**src/rtl/uart_pkg.sv**
```systemverilog
// Shared UART definitions, used by the transmitter and the matching receiver.
//   state_t     : frame FSM states (PARITY is only reached when
//                 UART_TX_PARITY_EN is defined)
//   DATA_BITS   : payload bits per frame
//   FRAME_BITS  : bit periods per frame, start and stop included
//   LINE_IDLE   : level of an idle serial line
//   bit_period(): clock cycles per bit from the half-bit count
// Optional feature macro: UART_TX_PARITY_EN (even parity bit after the data).
package uart_pkg;

    typedef enum logic [2:0] {
        IDLE,
        START,
        DATA,
        PARITY,
        STOP
    } state_t;

    localparam int DATA_BITS = 8;
`ifdef UART_TX_PARITY_EN
    localparam int FRAME_BITS = 11;
`else
    localparam int FRAME_BITS = 10;
`endif
    localparam logic LINE_IDLE = 1'b1;

    function automatic int bit_period(input int clk_per_half_bit);
        return 2 * clk_per_half_bit;
    endfunction

endpackage

```
**src/rtl/uart_tx_fifo.sv**
```systemverilog
// Synchronous circular-buffer FIFO feeding the transmitter.
//   clk, rst : clock, synchronous active-high reset (flushes contents)
//   push/din : write din when push && !full
//   pop/dout : dout shows the head entry; pop advances when !empty
//   full, empty, count : registered occupancy state (count is AW+1 bits)
module uart_tx_fifo #(
    parameter int WIDTH = 8,
    parameter int AW    = 4
) (
    input  logic             clk,
    input  logic             rst,
    input  logic             push,
    input  logic [WIDTH-1:0] din,
    input  logic             pop,
    output logic [WIDTH-1:0] dout,
    output logic             full,
    output logic             empty,
    output logic [AW:0]      count
);

    localparam int DEPTH = 1 << AW;

    logic [WIDTH-1:0] mem [DEPTH];
    logic [AW-1:0]    wr_ptr;
    logic [AW-1:0]    rd_ptr;
    logic             do_push;
    logic             do_pop;

    assign do_push = push && !full;
    assign do_pop  = pop && !empty;
    assign full    = (count == (AW+1)'(DEPTH));
    assign empty   = (count == '0);
    assign dout    = mem[rd_ptr];

    // Pointers wrap naturally at AW bits.
    always_ff @(posedge clk) begin
        if (rst) begin
            wr_ptr <= '0;
            rd_ptr <= '0;
            count  <= '0;
        end else begin
            if (do_push) wr_ptr <= wr_ptr + 1'b1;
            if (do_pop)  rd_ptr <= rd_ptr + 1'b1;
            case ({do_push, do_pop})
                2'b10:   count <= count + 1'b1;
                2'b01:   count <= count - 1'b1;
                default: count <= count;
            endcase
        end
    end

    always_ff @(posedge clk) begin
        if (do_push) mem[wr_ptr] <= din;
    end

endmodule

```
**src/rtl/uart_tx.sv**
```systemverilog
// 8N1 UART transmitter with an input byte FIFO.
//   clk, rst   : clock, synchronous active-high reset
//   tdata      : byte to send, accepted when tvalid && tready
//   tvalid     : tdata valid
//   tready     : FIFO not full
//   txd        : registered serial line, idle high, LSB first
//   busy       : frame in progress or bytes queued
//   fifo_count : bytes queued, excluding the one being shifted
// Optional feature macro: UART_TX_PARITY_EN inserts an even-parity bit.
module uart_tx
    import uart_pkg::*;
#(
    parameter int CLK_PER_HALF_BIT = 5208,
    parameter int FIFO_DEPTH_LOG2  = 4
) (
    input  logic                     clk,
    input  logic                     rst,
    input  logic [7:0]               tdata,
    input  logic                     tvalid,
    output logic                     tready,
    output logic                     txd,
    output logic                     busy,
    output logic [FIFO_DEPTH_LOG2:0] fifo_count
);

    localparam int BIT_CYC = bit_period(CLK_PER_HALF_BIT);
    localparam int CW      = $clog2(BIT_CYC);

    state_t        state;
    state_t        state_nx;
    logic [CW-1:0] cnt;
    logic          tick;
    logic [7:0]    shift;
    logic [2:0]    bit_idx;
    logic [7:0]    head;
    logic          fifo_full;
    logic          fifo_empty;
    logic          pop;
    logic          load;
    logic          shift_en;
    logic          txd_nx;
`ifdef UART_TX_PARITY_EN
    logic          par;
`endif

    uart_tx_fifo #(
        .WIDTH (8),
        .AW    (FIFO_DEPTH_LOG2)
    ) u_fifo (
        .clk   (clk),
        .rst   (rst),
        .push  (tvalid && tready),
        .din   (tdata),
        .pop   (pop),
        .dout  (head),
        .full  (fifo_full),
        .empty (fifo_empty),
        .count (fifo_count)
    );

    assign tready = !fifo_full;
    assign busy   = (state != IDLE) || (fifo_count != '0);
    assign tick   = (cnt == CW'(BIT_CYC - 1));

    always_ff @(posedge clk) begin
        if (rst) state <= IDLE;
        else     state <= state_nx;
    end

    always_comb begin
        state_nx = state;
        case (state)
            IDLE:   if (!fifo_empty) state_nx = START;
            START:  if (tick) state_nx = DATA;
`ifdef UART_TX_PARITY_EN
            DATA:   if (tick && bit_idx == 3'd7) state_nx = PARITY;
            PARITY: if (tick) state_nx = STOP;
`else
            DATA:   if (tick && bit_idx == 3'd7) state_nx = STOP;
`endif
            // Back-to-back frames: a queued byte starts on the stop edge.
            STOP:   if (tick) state_nx = fifo_empty ? IDLE : START;
            default: state_nx = IDLE;
        endcase
    end

    // txd_nx is the value the line takes on the coming edge, so every
    // change lands exactly on a bit boundary.
    always_comb begin
        pop      = 1'b0;
        load     = 1'b0;
        shift_en = 1'b0;
        txd_nx   = txd;
        case (state)
            IDLE: begin
                txd_nx = LINE_IDLE;
                if (!fifo_empty) begin
                    pop    = 1'b1;
                    load   = 1'b1;
                    txd_nx = 1'b0;
                end
            end
            START: if (tick) txd_nx = shift[0];
            DATA: if (tick) begin
                if (bit_idx == 3'd7) begin
`ifdef UART_TX_PARITY_EN
                    txd_nx = par;
`else
                    txd_nx = LINE_IDLE;
`endif
                end else begin
                    shift_en = 1'b1;
                    txd_nx   = shift[1];
                end
            end
`ifdef UART_TX_PARITY_EN
            PARITY: if (tick) txd_nx = LINE_IDLE;
`endif
            STOP: if (tick) begin
                if (!fifo_empty) begin
                    pop    = 1'b1;
                    load   = 1'b1;
                    txd_nx = 1'b0;
                end else begin
                    txd_nx = LINE_IDLE;
                end
            end
            default: txd_nx = LINE_IDLE;
        endcase
    end

    always_ff @(posedge clk) begin
        if (rst) begin
            txd     <= LINE_IDLE;
            cnt     <= '0;
            shift   <= '0;
            bit_idx <= '0;
        end else begin
            txd <= txd_nx;
            if (load || state == IDLE || tick) cnt <= '0;
            else                               cnt <= cnt + 1'b1;
            if (load) begin
                shift   <= head;
                bit_idx <= '0;
            end else if (shift_en) begin
                shift   <= shift >> 1;
                bit_idx <= bit_idx + 1'b1;
            end
        end
    end

`ifdef UART_TX_PARITY_EN
    always_ff @(posedge clk) begin
        if (rst)       par <= 1'b0;
        else if (load) par <= ^head;
    end
`endif

endmodule

```
**config.mk**
```make
export PLATFORM = sky130hd
export DESIGN_NAME = uart_tx
export DESIGN_NICKNAME = d
export VERILOG_FILES = /design/src/rtl/uart_pkg.sv /design/src/rtl/uart_tx_fifo.sv /design/src/rtl/uart_tx.sv
export SDC_FILE = /design/constraint.sdc
export NUM_CORES = 1
export LEC_CHECK = 0
export ABC_CLOCK_PERIOD_IN_PS = 4600
export BUFFER_PORTS_ARGS = -buffer_cell sky130_fd_sc_hd__buf_2
export CORE_MARGIN = 8
export CORE_UTILIZATION = 42
export DETAILED_ROUTE_END_ITERATION = 10
export PLACE_DENSITY = 0.54
export SLEW_MARGIN = 20
export SYNTH_ARGS = -nofsm -noshare
export SYNTH_HDL_FRONTEND = slang
export SYNTH_SLANG_ARGS = --single-unit
```
**constraint.sdc**
```tcl
create_clock -name clk -period 4.6 [get_ports clk]
set_clock_uncertainty 0.2 [all_clocks]
set_input_delay 0.23 -clock clk [delete_from_list [all_inputs] [get_ports clk]]
set_output_delay 0.23 -clock clk [all_outputs]
set_load 0.01 [all_outputs]
```
### After elaboration in Yosys (flattened, before gate mapping)

Memory sizes are Yosys's and may differ from the RTL's. A register that Yosys moved wholly into a read port is not among the register bits.
Index checks and enable logic that the tools add are counted.
W data, S select, Z words.

* output and inout bits: 8
* memory bits (writable): 128
* flip-flop bits (word level): 42
* memories kept: 1
* input port bits: 11

* multiplexer cells: 25
* add/subtract/negate cells: 6
* equality and inequality tests: 13
* reduce and logical (&&, ||, !) cells: 19

Memory list
* u_fifo.mem: depth 16, width 8, read ports 1, clocked after Yosys merged registers in 1, write ports 1, RTL line uart_tx_fifo.sv:23 `logic [WIDTH-1:0] mem [DEPTH];`

Operators with widths (count)
* $mux W8: 2
* $add A14 B1 Y14 const B: 1
* $eq A14 B14 Y1 const B: 1
* $mux W1: 13
* $mux W3: 4
* $pmux W3 S4: 1
* $ne A2 B2 Y1 const B: 5
* $pmux W5 S2: 1
* $add A4 B1 Y4 const B: 2
* $mux W4: 2
* $eq A3 B3 Y1 const B: 2
* $add A5 B1 Y5 const B: 1
* $eq A5 B5 Y1 const B: 1
* $logic_not A5 Y1: 1
* $reduce_bool A5 Y1: 1
* $sub A5 B1 Y5 const B: 1
* $logic_and A1 B1 Y1: 4
* $pmux W1 S4: 1
* $reduce_and A4 Y1: 1
* $reduce_bool A2 Y1: 2
* $reduce_or A2 Y1: 2
* $add A3 B1 Y3 const B: 1
* $eq A3 B1 Y1 const B: 1
* $eq A3 B2 Y1 const B: 1
* 8 further kinds: 11

### Logic depth before layout (Yosys ltp)

* word-level depth: 7
* gate-level depth with buffers: 14
* depth with buffers taken out: 13

### Modules after synthesis

Synthesis repeated with hierarchy kept, for this count alone.

* cells, all modules: 473
* area total of the unflattened synthesis: 7475.9 um2

Modules (own cells, without submodules)
* uart_tx_fifo: cells each 305, seq. area each 4184.0 um2, area each 5974.5 um2, instances 1
* uart_tx: cells each 168, seq. area each 580.6 um2, area each 1501.4 um2, instances 1

### Least setup slack after synthesis

No wires, ideal clock.

* path kind: register to register
* start: register cnt[8]
* end: register u_fifo.count[4]
* data required time: 4272 ps
* buffers on the path: 1
* cell stages (with the launch flop): 14
* path slack: 1148 ps
* arrival: 3124 ps
* clock period less this slack: 3452 ps
* cells stage by stage: dfxtp_1 > or4b_4 > nor4_4 > o21bai_2 > inv_1 > ha_1 > clkbuf_1 > xor2_1 > ha_1 > or3b_2 > a21oi_1 > o21ai_0 > xnor2_1 > nor2_1

* longest elaborated chain between the ends: 6

RTL lines
* start: declaration: RTL line uart_tx.sv:31 `logic [CW-1:0] cnt;`
* start signal: assignment: RTL line uart_tx.sv:141 `else cnt <= cnt + 1'b1;`
* $eq A14 B14 Y1 *: RTL line uart_tx.sv:63 `assign tick = (cnt == CW'(BIT_CYC - 1));`
* $mux W1 *: RTL line uart_tx.sv:119 `STOP: if (tick) begin`
* $pmux W1 S2 *: RTL line uart_tx.sv:94 `case (state)`
* $logic_and A1 B1 Y1 *: RTL line uart_tx_fifo.sv:30 `assign do_pop = pop && !empty;`
* $eq A2 B1 Y1 or $eq A2 B2 Y1 (tied branches): RTL line uart_tx_fifo.sv:44 `case ({do_push, do_pop})`
* $pmux W5 S2 or $reduce_bool A2 Y1 (tied branches)
* end signal: assignment: RTL line uart_tx_fifo.sv:45 `2'b10: count <= count + 1'b1;`
* end signal: assignment: RTL line uart_tx_fifo.sv:46 `2'b01: count <= count - 1'b1;`
* end signal: assignment: RTL line uart_tx_fifo.sv:47 `default: count <= count;`
* end: declaration: RTL line uart_tx_fifo.sv:18 `output logic [AW:0] count`

Mark *: on every way between the ends. The rest lies on a longest branch, timed or not.
A chain may end at the register's enable or synchronous reset.

### Worst setup path in the final report

Ends and elaborated chain as after synthesis.

==> results.yml <==
placement:
  hpwl_microns: 8580
  placed_cell_area_sq_mm: 0.00734
  port_buffers: 18
  dp.cells: 676
  post-place-ws_ns: 0.770
  gp_congestion: 0.725
final_layout:
  antenna_cells: 0
  fill_cells: 1433
  finish.instance_area_sq_mm: 0.00802
  drive_above_1_share_pct: 20.2
  area_growth_pct: 13.9
  layout.cells.non_filler: 715
  final_nets: 504
timing:
  fin_ws_ns: 0.752
  relSlewSlack_pct: 39.9
  fmax_ghz: 0.260
  layout_min_cycle_time_ns: 3.85
  final-hold-violation-count: 0
  fin_crit_sh_pct: 83.7
  tightest_slew_ns: 0.898
  tns_ns: 0
  drv_slew: 0
  finalSetupViolations: 0
  rsz0062_at_grt: "no"
worst_setup_path:
  end_kind: "flip-flop"
  start_kind: "flip-flop"
  cp_num_buf_inv: 1
  crit_path_max_fanout: 14
  critPathKind: "reg2reg"
  crit_chain: "or4b_4 -> nor4_4 -> o21bai_2 -> inv_1 -> ha_1 -> xor2_1 -> ha_1 -> or3b_2 -> a21oi_1 -> o21ai_0 -> xnor2_1 -> nor2_1"
  cpPeakStageDelay_ns: 0.55
  worstPathArrival_ns: 3.94
  crit_family: "simple AND/OR/NAND/NOR gates"
  crit_path_frequent_cell: "ha_1"
  critPathSlowestCell: "or4b_4"
  required_ns: 4.70
synthesis:
  synth-seq-cells: 174
  synth_fp_nets: 478
  synth_edf_count: 128
  synthTopCellsByArea: "edfxtp_1, dfxtp_1, mux4_2"
  avgSynthCellArea_sq_um: 15.4
  syn-cell-area_sq_mm: 0.00704
  synthXorXnorAreaFrac_pct: 2.74
  synth.most_common_cell: "edfxtp_1"
  synth_async_sr_flop_share_pct: 0
  synth_top_cell_by_area: "edfxtp_1"
  synth_compound_area_share_pct: 4.92
  seq_area_frac_synth_pct: 67.6
  synth_common_cells: "edfxtp_1, nor2_1, dfxtp_1"
  synth_warnings: 0
  yosys.area.top_type_share_pct: 54.6
  ys.flop_type: "edfxtp_1"
  synth_cell_type_count: 47
  synth_top_family_by_area: "multiplexers"
  yosys.area_share.simple_pct: 8.76
  synth.area.mux_share_pct: 11.8
  syn_inst: 456
  synthAdderAreaFrac_pct: 1.95
cts:
  cts_resized: 0
  htree_levels: 4
  cts-root-buf: "clkbuf_16"
  path_clk_slew_ns: 0.07
  clock_path_buffers: 2
  cts_tree: "done"
  clkSinkCount: 174
  cts_buffers: 17
  clock_latency_ns: 0.43
drt:
  viasPerCell: 5.20
  drc: 0
  wirelength_microns: 13100
  vias: 3719
  wl_per_cell_microns: 18.3
  drt-initial-drc-count: 209
  drt-pass1-iter-count: 4
  ant_nets: 0
floorplanning:
  start_util_pct: 42.8
  core_sq_mm: 0.0165
  rows: 47
  die_height_microns: 146
  dieArea_sq_mm: 0.0212
  die_x_microns: 146
  io_pins: 19
power:
  p_leak_nw: 2.72
  total_power_mw: 4.11
  powerDensity_mw_per_mm2: 512
  vdd_ir_drop_max_mv: 0.297
hold_path:
  hold_path.class: "in2reg"
global_routing:
  grt_first_pass_wirelength_microns: 20800
  grt_usage_pct: 12.9
  antenna_found_initial: 0
  grt_max_degree: 33
  overflow: 0
  grt_pass1_vias: 3796
flow_run:
  drv_cap: 0
status:
  status: "finished, final reports clean"
## cell type report
cell class                 count  area [sq um]  share of cell area (%)
clock inverter                15           184                    2.29
clock buffer                  17           425                    5.30
sequential                   174          4770                    59.4
tap                          220           275                    3.43
inverter                      10          37.5                   0.468
multi-input combinational    248          2130                    26.6
timing repair buffer          31           205                    2.56
## stage by stage
stage | utilization (%) | hold WS, ns
4_1_cts | 48.7 | 0.00365
3_5_place_dp | 44.6 | 0.249
2_1_floorplan | - | 0.129
6_report | 48.7 | 0.0108
3_3_place_gp | 44.6 | 0.246
5_1_grt | 48.7 | 0.00743
## power by group
part / internal, mW / total [mW] / switching (mW)
sequential: 1.77 / 1.88 / 0.101
clock: 0.829 / 1.47 / 0.646
combinational: 0.364 / 0.755 / 0.391
## flip-flops by register name, indices dropped and copies added, names as in the netlist, named ones only
name	count
u_fifo.mem	128
cnt	14
shift	8
u_fifo.count	5
u_fifo.rd_ptr	4
u_fifo.wr_ptr	4
bit_idx	3
state	3
txd	1
## repair_timing
action | in CTS | in global routing
endpoints found under the setup margin | 0 | 0
hold buffers | 7 | 0
endpoints found under the hold margin | 112 | 0
setup buffers | 0 | 0
## worst paths after layout
check                              start                end  slack, ns  cells past startpoint
worst min-delay path            tdata[3]  u_fifo.mem[13][3]       0.01                      1
worst min register to register       txd                txd       0.26                      1
worst max-delay path              cnt[8]    u_fifo.count[4]       0.75                     12
worst max register to register    cnt[8]    u_fifo.count[4]       0.75                     12
## routing by layer
metal,GRT usage (%),part of all wire [%],up-vias
li1,-,-,1798
met1,16.4,46,1850
met2,21.1,50,59
met3,3.48,3.6,12
met4,4.37,1.1,0
met5,0,0,-
## cells by family after synthesis
| logic type | after synthesis |
|---|---|
| DFF | 174 |
| and+or+nand+nor | 121 |
| AOI/OAI and AO/OA | 51 |
| muxes | 43 |
| buffers and inverters | 34 |
| xor gates and xnor gates | 22 |
| adders and majority gates | 11 |
## placed cells by master, fill, tap and decap left out, drive strengths merged, types with 3 or more instances in the layout
cell type and instances:
nor2 47, xnor2 8, mux2i 10, or3 11, a221oi 7, nand2b 4, nor4 3, buf 24
nand4 3, nor2b 3, mux4 32, o21ai 14, nor3 7, clkbuf 17, xor2 14, nand3 11
nand3b 3, a22o 7, a21oi 11, dfxtp 46, nand2 19, dlygate4sd3 7, inv 20, edfxtp 128
ha 11
Power figures use the tool's default switching activity.
